$ cat config.mk
export PLATFORM = sky130hd
export DESIGN_NAME = sigma_bus_arbiter
export DESIGN_NICKNAME = d
export VERILOG_FILES = /design/src/rtl/sigma_bus_arbiter.sv
export SDC_FILE = /design/constraint.sdc
export NUM_CORES = 1
export LEC_CHECK = 0
export BUFFER_PORTS_ARGS = -buffer_cell sky130_fd_sc_hd__buf_4
export CAP_MARGIN = 20
export CORE_AREA = 2 2 123 125
export DETAILED_ROUTE_END_ITERATION = 16
export DIE_AREA = 0 0 125 127
export PLACE_DENSITY = 0.43
export SLEW_MARGIN = 20
export SYNTH_ARGS = -nofsm -noshare
export SYNTH_HDL_FRONTEND = slang
export SYNTH_SLANG_ARGS = --single-unit
$ cat constraint.sdc
create_clock -name clk_i -period 2.5 [get_ports clk_i]
set_input_delay 0.125 -clock clk_i [delete_from_list [all_inputs] [get_ports clk_i]]
set_output_delay 0.125 -clock clk_i [all_outputs]
set_load 0.1 [all_outputs]
$ cat src/rtl/sigma_bus_arbiter.sv
// ----------------------------------------------------------------------------
// sigma_bus_arbiter
//
// Two-master to one-slave bus arbiter with in-order read response routing.
// The grant is combinational from the current requests. The grant policy is
// either fixed priority for master 0 or round-robin between the two masters.
// Each accepted read pushes the granted master ID into a small ID FIFO. Each
// slave read response pops the head ID and routes the data to that master.
// A response that arrives while no read is outstanding raises a sticky error.
//
// Parameters
//   RESP_DEPTH   maximum outstanding reads (power of two, 2..16)
//   M0_PRIORITY  1: master 0 has fixed priority, 0: round-robin
//
// Ports
//   clk_i, arst_n_i              clock, asynchronous active-low reset
//   mX_req_i/we_i/addr_bi/be_bi/wdata_bi   master X request channel
//   mX_ack_o                     master X request accepted this cycle
//   mX_resp_o, mX_rdata_bo       master X read data valid / read data
//   s_req_o/we_o/addr_bo/be_bo/wdata_bo    request to the shared slave
//   s_ack_i                      slave accepted the request
//   s_resp_i, s_rdata_bi         slave read response / read data
//   err_o                        sticky: response arrived with nothing pending
// ----------------------------------------------------------------------------
module sigma_bus_arbiter #(
    parameter int unsigned RESP_DEPTH  = 4,
    parameter bit          M0_PRIORITY = 1'b0
) (
    input  logic        clk_i,
    input  logic        arst_n_i,

    input  logic        m0_req_i,
    input  logic        m0_we_i,
    input  logic [31:0] m0_addr_bi,
    input  logic [3:0]  m0_be_bi,
    input  logic [31:0] m0_wdata_bi,
    output logic        m0_ack_o,
    output logic        m0_resp_o,
    output logic [31:0] m0_rdata_bo,

    input  logic        m1_req_i,
    input  logic        m1_we_i,
    input  logic [31:0] m1_addr_bi,
    input  logic [3:0]  m1_be_bi,
    input  logic [31:0] m1_wdata_bi,
    output logic        m1_ack_o,
    output logic        m1_resp_o,
    output logic [31:0] m1_rdata_bo,

    output logic        s_req_o,
    output logic        s_we_o,
    output logic [31:0] s_addr_bo,
    output logic [3:0]  s_be_bo,
    output logic [31:0] s_wdata_bo,
    input  logic        s_ack_i,
    input  logic        s_resp_i,
    input  logic [31:0] s_rdata_bi,

    output logic        err_o
);

    localparam int unsigned PTR_W = (RESP_DEPTH > 1) ? $clog2(RESP_DEPTH) : 1;
    localparam int unsigned CNT_W = PTR_W + 1;

    typedef enum logic {
        MST_0 = 1'b0,
        MST_1 = 1'b1
    } master_e;

    // Round-robin state: the master that wins the next tie.
    master_e              rr_pref_q, rr_pref_d;

    // Outstanding-read ID FIFO.
    logic [RESP_DEPTH-1:0] id_mem_q;
    logic [PTR_W-1:0]      wr_ptr_q, wr_ptr_d;
    logic [PTR_W-1:0]      rd_ptr_q, rd_ptr_d;
    logic [CNT_W-1:0]      count_q,  count_d;

    logic                  err_q, err_d;

    logic    fifo_full;
    logic    fifo_empty;
    logic    m0_elig;
    logic    m1_elig;
    logic    gnt_valid;
    master_e gnt_id;
    master_e head_id;
    logic    accept;
    logic    push;
    logic    pop;

    // Full is judged on occupancy before any same-cycle pop, so a read is
    // held off for one extra cycle when a response frees the last slot.
    assign fifo_full  = (count_q == CNT_W'(RESP_DEPTH));
    assign fifo_empty = (count_q == '0);

    // Reads need a free FIFO slot; writes never produce a response. The grant
    // is masked during reset so the bus stays quiet while arst_n_i is low.
    assign m0_elig = arst_n_i & m0_req_i & (m0_we_i | ~fifo_full);
    assign m1_elig = arst_n_i & m1_req_i & (m1_we_i | ~fifo_full);

    // ------------------------------------------------------------------------
    // Grant selection
    // ------------------------------------------------------------------------
    always_comb begin
        gnt_valid = m0_elig | m1_elig;
        gnt_id    = MST_0;
        if (M0_PRIORITY) begin
            gnt_id = m0_elig ? MST_0 : MST_1;
        end else if (m0_elig && m1_elig) begin
            gnt_id = rr_pref_q;
        end else begin
            gnt_id = m0_elig ? MST_0 : MST_1;
        end
    end

    // ------------------------------------------------------------------------
    // Slave request mux and master acknowledges
    // ------------------------------------------------------------------------
    always_comb begin
        s_req_o    = 1'b0;
        s_we_o     = 1'b0;
        s_addr_bo  = '0;
        s_be_bo    = '0;
        s_wdata_bo = '0;
        if (gnt_valid) begin
            s_req_o = 1'b1;
            if (gnt_id == MST_0) begin
                s_we_o     = m0_we_i;
                s_addr_bo  = m0_addr_bi;
                s_be_bo    = m0_be_bi;
                s_wdata_bo = m0_wdata_bi;
            end else begin
                s_we_o     = m1_we_i;
                s_addr_bo  = m1_addr_bi;
                s_be_bo    = m1_be_bi;
                s_wdata_bo = m1_wdata_bi;
            end
        end
    end

    assign accept   = s_req_o & s_ack_i;
    assign push     = accept & ~s_we_o;
    assign m0_ack_o = accept & (gnt_id == MST_0);
    assign m1_ack_o = accept & (gnt_id == MST_1);

    // ------------------------------------------------------------------------
    // Response routing: strictly in order, steered by the FIFO head ID
    // ------------------------------------------------------------------------
    assign head_id = master_e'(id_mem_q[rd_ptr_q]);
    assign pop     = s_resp_i & ~fifo_empty;

    always_comb begin
        m0_resp_o   = 1'b0;
        m1_resp_o   = 1'b0;
        m0_rdata_bo = '0;
        m1_rdata_bo = '0;
        if (pop) begin
            if (head_id == MST_0) begin
                m0_resp_o   = 1'b1;
                m0_rdata_bo = s_rdata_bi;
            end else begin
                m1_resp_o   = 1'b1;
                m1_rdata_bo = s_rdata_bi;
            end
        end
    end

    assign err_o = err_q;

    // ------------------------------------------------------------------------
    // Next-state logic
    // ------------------------------------------------------------------------
    always_comb begin
        rr_pref_d = rr_pref_q;
        wr_ptr_d  = wr_ptr_q;
        rd_ptr_d  = rd_ptr_q;
        count_d   = count_q;
        err_d     = err_q;

        // Only an accepted transfer moves the round-robin preference.
        if (accept) begin
            rr_pref_d = (gnt_id == MST_0) ? MST_1 : MST_0;
        end

        // Pointers wrap naturally since RESP_DEPTH is a power of two.
        if (push) begin
            wr_ptr_d = wr_ptr_q + PTR_W'(1);
        end
        if (pop) begin
            rd_ptr_d = rd_ptr_q + PTR_W'(1);
        end

        unique case ({push, pop})
            2'b10:   count_d = count_q + CNT_W'(1);
            2'b01:   count_d = count_q - CNT_W'(1);
            default: count_d = count_q;
        endcase

        if (s_resp_i && fifo_empty) begin
            err_d = 1'b1;
        end
    end

    // ------------------------------------------------------------------------
    // State registers
    // ------------------------------------------------------------------------
    always_ff @(posedge clk_i or negedge arst_n_i) begin
        if (!arst_n_i) begin
            rr_pref_q <= MST_0;
            wr_ptr_q  <= '0;
            rd_ptr_q  <= '0;
            count_q   <= '0;
            err_q     <= 1'b0;
            id_mem_q  <= '0;
        end else begin
            rr_pref_q <= rr_pref_d;
            wr_ptr_q  <= wr_ptr_d;
            rd_ptr_q  <= rd_ptr_d;
            count_q   <= count_d;
            err_q     <= err_d;
            if (push) begin
                id_mem_q[wr_ptr_q] <= gnt_id;
            end
        end
    end

endmodule
==> results of run 1 <==
cells by family (layout without fill, tap and decap cells):
logic type	count (synthesis)	after routing
adders and majority gates	6	6
DFF	13	13
AOI/OAI and AO/OA	74	74
and+or+nand+nor	94	94
muxes	7	7
buffers and inverters	36	341
xor gates and xnor gates	6	6
cells in the final DEF, fill, tap and decap left out, types with 7 or more instances in the layout:
cell type  instances
nand2_1            7
and2_1            28
and2_2             8
inv_1             12
buf_6             25
a22o_1            67
and3_1            33
buf_4            282
dfrtp_1           13
buf_8              8
power by group through the flow:
stage / logic [mW] / registers [mW] / clock network [mW]
after floorplan: 3.53 / 0.447 / 0
after CTS: 4.70 / 0.416 / 0.314
after global placement: 4.60 / 0.409 / 0
after detailed placement: 4.61 / 0.417 / 0
after global routing: 4.91 / 0.433 / 0.328
final: 4.73 / 0.414 / 0.307
critical path, delay by kind of cell (launching register included):
kind	cells	cell delay, ps
AOI/OAI and AO/OA	2	500
buffers and inverters	2	550
and+or+nand+nor	1	560
DFF	1	420
Yosys cell counts (all sizes together) (3+ instances only):
cell    instances  area share (%)
a22o           68              31
and2           36              12
and3           33              11
clkbuf         13             2.5
dfrtp          13              17
inv            12             2.3
buf            11             3.6
nand2           7             1.4
ha              5             3.3
mux2i           5             2.6
nand4           4             1.3
xnor2           4             1.8
nor2            3            0.59
nor3            3            0.78
state kept, by name, summed over array words and instances, names as in the netlist:
| register | flops |
|---|---|
| count_q | 3 |
| err_o | 1 |
| id_mem_q | 4 |
| rd_ptr_q | 2 |
| rr_pref_q | 1 |
| wr_ptr_q | 2 |
layout make-up:
cell class,instances,share of cell area [%]
clock buffers,3,1.54
clock inverters,1,0.102
inverters,12,0.921
multi-input cells,187,30.3
flip-flops and latches,13,6.65
well taps,184,4.71
repair buffers,325,55.8
routing by layer:
| layer | vias to the layer above | wire length (microns) | global-route usage, % |
|---|---|---|---|
| met5 | - | 0 | 0 |
| li1 | 1493 | - | - |
| met1 | 1433 | 4660 | 16.5 |
| met2 | 181 | 6730 | 26.4 |
| met4 | 0 | 178 | 3.07 |
| met3 | 11 | 1070 | 3.31 |
stage by stage:
| stage | util [%] | worst slack (ps) | area, sq um | hold WS (ps) |
|---|---|---|---|---|
| 6_report | 33.9 | 68.9 | 4890 | 104 |
| 5_1_grt | 33.9 | -5.83 | 4890 | 112 |
| 4_1_cts | 33.0 | 16.5 | 4760 | 106 |
| 3_5_place_dp | 31.2 | 143 | 4490 | -2.10 |
| 3_3_place_gp | 31.2 | 170 | 4490 | -3.23 |
| 2_1_floorplan | - | -165 | 1940 | -171 |
path summary, 6_finish.rpt:
path,to,from,cells after the start
min,err_o,s_resp_i,2
max,s_addr_bo[0],count_q[0],5
max in group asynchronous,wr_ptr_q[1],arst_n_i,2
min reg2reg,err_o,err_o,1
max reg2reg,count_q[2],rr_pref_q,9
min in group asynchronous,count_q[2],arst_n_i,2
what timing repair did:
action                     4_1_cts  5_1_grt
setup buffers                    1        0
cloned                           1        2
setup endpoints to repair       69       70
resized for setup               38       19
hold buffers                     1        0
hold endpoints to repair        13        0
pin swaps                        1        1
==> results.toml, run 1 <==
[status]
status = "finished clean"

[route]
dr_total_vias = 3118
firstDrtPassIters = 4
wl_per_cell_microns = 17.4
ant_nets = 0
drc = 0
viasPerCell = 4.30
drtIter0Drc = 59
route.final.wire_length_microns = 12600

[sta]
timing.max_slew.rel_slack_pct = 74.9
fin_crit_sh_pct = 97.2
tightest_slew_ps = 375
slew_viol_final = 0
hold_viol = 0
final.min_clock_period_ps = 2430
fin_setup_tns_ps = 0
clock.fmax_mhz = 411
clock_skew_ps = 1.26
finalSetupViolCount = 0

[placed_design]
dp_hpwl_microns = 10500
port_buffers = 314
routabilityCongestion = 0.864
dp_cells = 716

[setup_path]
critPathKind = "reg -> out"
cp_max_fo = 38
critical_path.slowest_cell = "or4b_4"
arrival_ps = 2310
cp_data_required_time_ps = 2380
start_kind = "flip-flop"
path_cells = "or4b_4, a211oi_4, buf_12, a22o_1, buf_4"
rrSetupSlack_ps = 230
critPathCaptureType = "output port"
max_stage_delay_ps = 560

[logic_synthesis]
synth-adder-area-share_pct = 4.30
synthMuxAreaShare_pct = 4.36
ys.warnings.count = 0
synth-compound-area-share_pct = 33.5
synth_ff_type = "dfrtp_1"
synthXorXnorAreaFrac_pct = 2.74
synth_top_family_by_area = "compound AO/OA/AOI/OAI gates"
postSynthNetCount = 418
synth.avg_cell_area_sq_um = 8.14
syn_area_sq_um = 1920
synth-simple-area-share_pct = 29.6
synth_cells = 236
ys_seq_elements = 13
synthDistinctLibCells = 31
async_flop_share_pct = 100
synth_edf_count = 0
seq_area_frac_synth_pct = 16.9

[grt]
grt_max_degree = 69
antenna_found_initial = 0
grt_pass1_vias = 3138
grt.overflow.total = 0
track_usage_pct = 14.2
grt_pass1_wl_microns = 18000

[floorplan]
die_w_microns = 125
design.core.area_sq_um = 14400
die-area_sq_um = 15900
dieHeight_microns = 127
initial_utilization_pct = 13.3
ioPinCount = 315
rows = 44

[clock_tree]
cts_tree = "built"
clk_path_buf_depth = 2
cts.sink_count = 13
clk_pin_slew_ps = 50
insertion_delay_ps = 240
cts_max_level = 1
numCtsBuffers = 3
root_buffer = "clkbuf_16"

[layout]
final_cells = 725
seqCellArea_sq_um = 325
syn_to_final_growth_pct = 155
num_antenna_cells = 0
multiInputGateArea_sq_um = 1480
drive_above_1_share_pct = 64.1
filler_cell_count = 1524
final_nets = 724

[pwr]
p_total_mw = 5.45
seq_power_share_pct = 7.6
p_switching_mw = 3.75
p_per_area_nw_per_um2 = 1110
switching_share_pct = 68.8
p_int_mw = 1.70
leakagePower_nw = 2.69
clock_power_share_pct = 5.6
p_comb_share_pct = 86.8
ir_drop_mv = 0.412

[flow_run]
max-cap-violations = 0

[worst_hold_path]
min_path_type = "in -> reg"
Power figures use the tool's default switching activity.
==> inputs of run 2 (changes only) <==
- ABC_AREA: not set -> 1
- CORE_AREA: 2 2 123 125 -> 2 2 121 123
- DIE_AREA: 0 0 125 127 -> 0 0 123 125
- PLACE_DENSITY: 0.43 -> 0.47
==> run 2 against run 1 <==
Net effect: fmax is 3.7% higher; hold slack improved by 38 ps; non-clock buffer count is the same; highest routed layer unchanged; largest power group unchanged; largest cell class unchanged; routed wire length increased by 9.4%.
==> results.toml, run 2 <==
[flow_run]
max-cap-violations = 0

[setup_path]
r2r_start = "count_q[1]"
cpMostUsedCell = "nor2_1"
start_kind = "primary input"
path_buf_inv = 8
critPathKind = "in -> out"
worstRegToRegCells = 13
rrSetupSlack_ps = 310
cp_data_required_time_ps = 2380
max_stage_delay_ps = 550
arrival_ps = 2220
crit_family = "buffers and inverters"
cp_max_fo = 75
critical_path.slowest_cell = "dlygate4sd3_1"
crit_start = "arst_n_i"
crit_cells = 13
path_cells = "dlygate4sd3_1, buf_6, nand2_1, inv_1, nand2_2, inv_2, nand2_4, buf_16, inv_6, clkbuf_16, nor2_1, nor2_1, buf_4"
critPathCaptureType = "output port"

[grt]
antenna_found_initial = 0
grt_pass1_wl_microns = 20500
grt_max_degree = 76
track_usage_pct = 16.8
grt_pass1_vias = 3886
grt.overflow.total = 0

[clock_tree]
cts_tree = "built"
insertion_delay_ps = 240
numCtsBuffers = 3
cts.sink_count = 13
root_buffer = "clkbuf_16"
clk_pin_slew_ps = 50
clk_path_buf_depth = 2
postCtsSetupBuffers = 0
cts_max_level = 1

[route]
drtIter0Drc = 167
route.final.wire_length_microns = 13800
wl_per_cell_microns = 15.1
viasPerCell = 4.11
dr_total_vias = 3765
drc = 0
firstDrtPassIters = 4
ant_nets = 0

[logic_synthesis]
postSynthNetCount = 615
synth.avg_cell_area_sq_um = 5.14
ys_top_cells_by_count = "207 x nor2_1, 50 x inv_1, 40 x o21ai_1"
synth_ff_type = "dfrtp_1"
seq_area_frac_synth_pct = 14.6
synth_cells = 433
synth_most_common_cell = "nor2_1"
async_flop_share_pct = 100
ys.warnings.count = 0
ys_seq_elements = 13
synth_area_leader_cell = "nor2_1"
synthDistinctLibCells = 23
synth_edf_count = 0
netlist.area_leader.share_pct = 34.9
synth_area_leaders = "nor2_1 35%, dfrtp_1 15%, o21ai_1 9.0%"
syn_area_sq_um = 2230

[floorplan]
ioPinCount = 315
dieHeight_microns = 125
design.core.area_sq_um = 14200
die_w_microns = 123
rows = 44
initial_utilization_pct = 15.7
die-area_sq_um = 15400

[layout]
num_antenna_cells = 0
mostFrequentLayoutCell = "buf_4"
reg_top3 = "id_mem_q (4), count_q (3)"
final_cells = 916
syn_to_final_growth_pct = 151
design_area_sq_um = 5580
multiInputGateArea_sq_um = 2120
final_nets = 915
drive_above_1_share_pct = 63.0
largest-register = "id_mem_q"
final_core_utilization_pct = 39.3
seqCellArea_sq_um = 325
final_cell_mix = "293 x buf_4, 85 x nor2_1, 63 x nor2_4, 60 x nor2_2, 48 x inv_1"
filler_cell_count = 1525
largest_register_ffs = 4

[sta]
fin_crit_sh_pct = 93.8
hold_viol = 0
fin_setup_tns_ps = 0
final.min_clock_period_ps = 2340
timing.hold.ws_ps = 143
clock.fmax_mhz = 426
slew_viol_final = 0
timing.max_slew.rel_slack_pct = 74.7
tightest_slew_ps = 379
finalSetupViolCount = 0
clock_skew_ps = 3.11

[worst_hold_path]
hold_path_depth = 2
worstHoldStart = "s_resp_i"
min_path_type = "in -> reg"

[placed_design]
placed_cell_area_sq_um = 5350
dp_cells = 910
routabilityCongestion = 0.871
port_buffers = 314
dp_hpwl_microns = 11400

[pwr]
p_per_area_nw_per_um2 = 1230
leakagePower_nw = 2.82
ir_drop_mv = 0.750

[status]
status = "finished clean"
## run 2: cells by family (layout without fill, tap and decap cells)
group	after synthesis	in the layout	share of synthesized area [%]
simple gates	254	254	45.4
buf+inv	82	381	18.1
compound gates	75	75	17.0
flops	13	13	14.6
fa+ha+maj	6	6	3.71
xor+xnor	3	3	1.18
## run 2: per-layer routing
layer	vias up	GRT usage, %	wire length (microns)
met3	22	6.39	1270
met5	-	0	0
li1	1919	-	-
met2	141	31.1	7250
met4	0	3.88	323
met1	1683	17.9	4980
## run 2: metrics by stage
step / total power [mW] / worst slack, ps
2_1_floorplan: 5.26 / 30.2
3_3_place_gp: 6.49 / 336
3_5_place_dp: 6.52 / 321
4_1_cts: 6.83 / 13.4
5_1_grt: 7.16 / -1.25
6_report: 6.86 / 155
## run 2: timing repair
action                                  CTS  global route
hold buffers                              1             0
hold endpoints to repair                 13             0
endpoints found under the setup margin    0            56
gates resized for setup                   0            32
## run 2: power breakdown
group	switching (mW)	total, mW	internal (mW)
registers	0.0901	0.399	0.309
logic	4.83	6.16	1.33
clock network	0.0847	0.300	0.215
total	5.01	6.86	1.85
## run 2: layout make-up
type / count / area share (%)
timing repair buffer: 325 / 47.1
multi-input combinational: 338 / 38.0
inverter: 52 / 3.59
clock buffer: 4 / 1.41
sequential: 13 / 5.83
tap: 184 / 4.12
## run 2: worst reg2reg max path, cell delays in order (launching register included)
cell,delay [ps]
dfrtp_1,410
nor2_4,170
nand3_2,80
nand2_2,110
inv_2,60
nand3_1,80
nand2_1,70
nand2_1,100
ha_1,150
inv_1,60
fa_1,370
a21oi_1,140
o21ai_0,110
xor2_1,150
## run 2: final timing paths
path	to
hold / removal	err_o
setup / recovery	s_addr_bo[4]
hold reg to reg	id_mem_q[1]
setup reg to reg	count_q[2]
min in group asynchronous	wr_ptr_q[0]
max in group asynchronous	count_q[1]
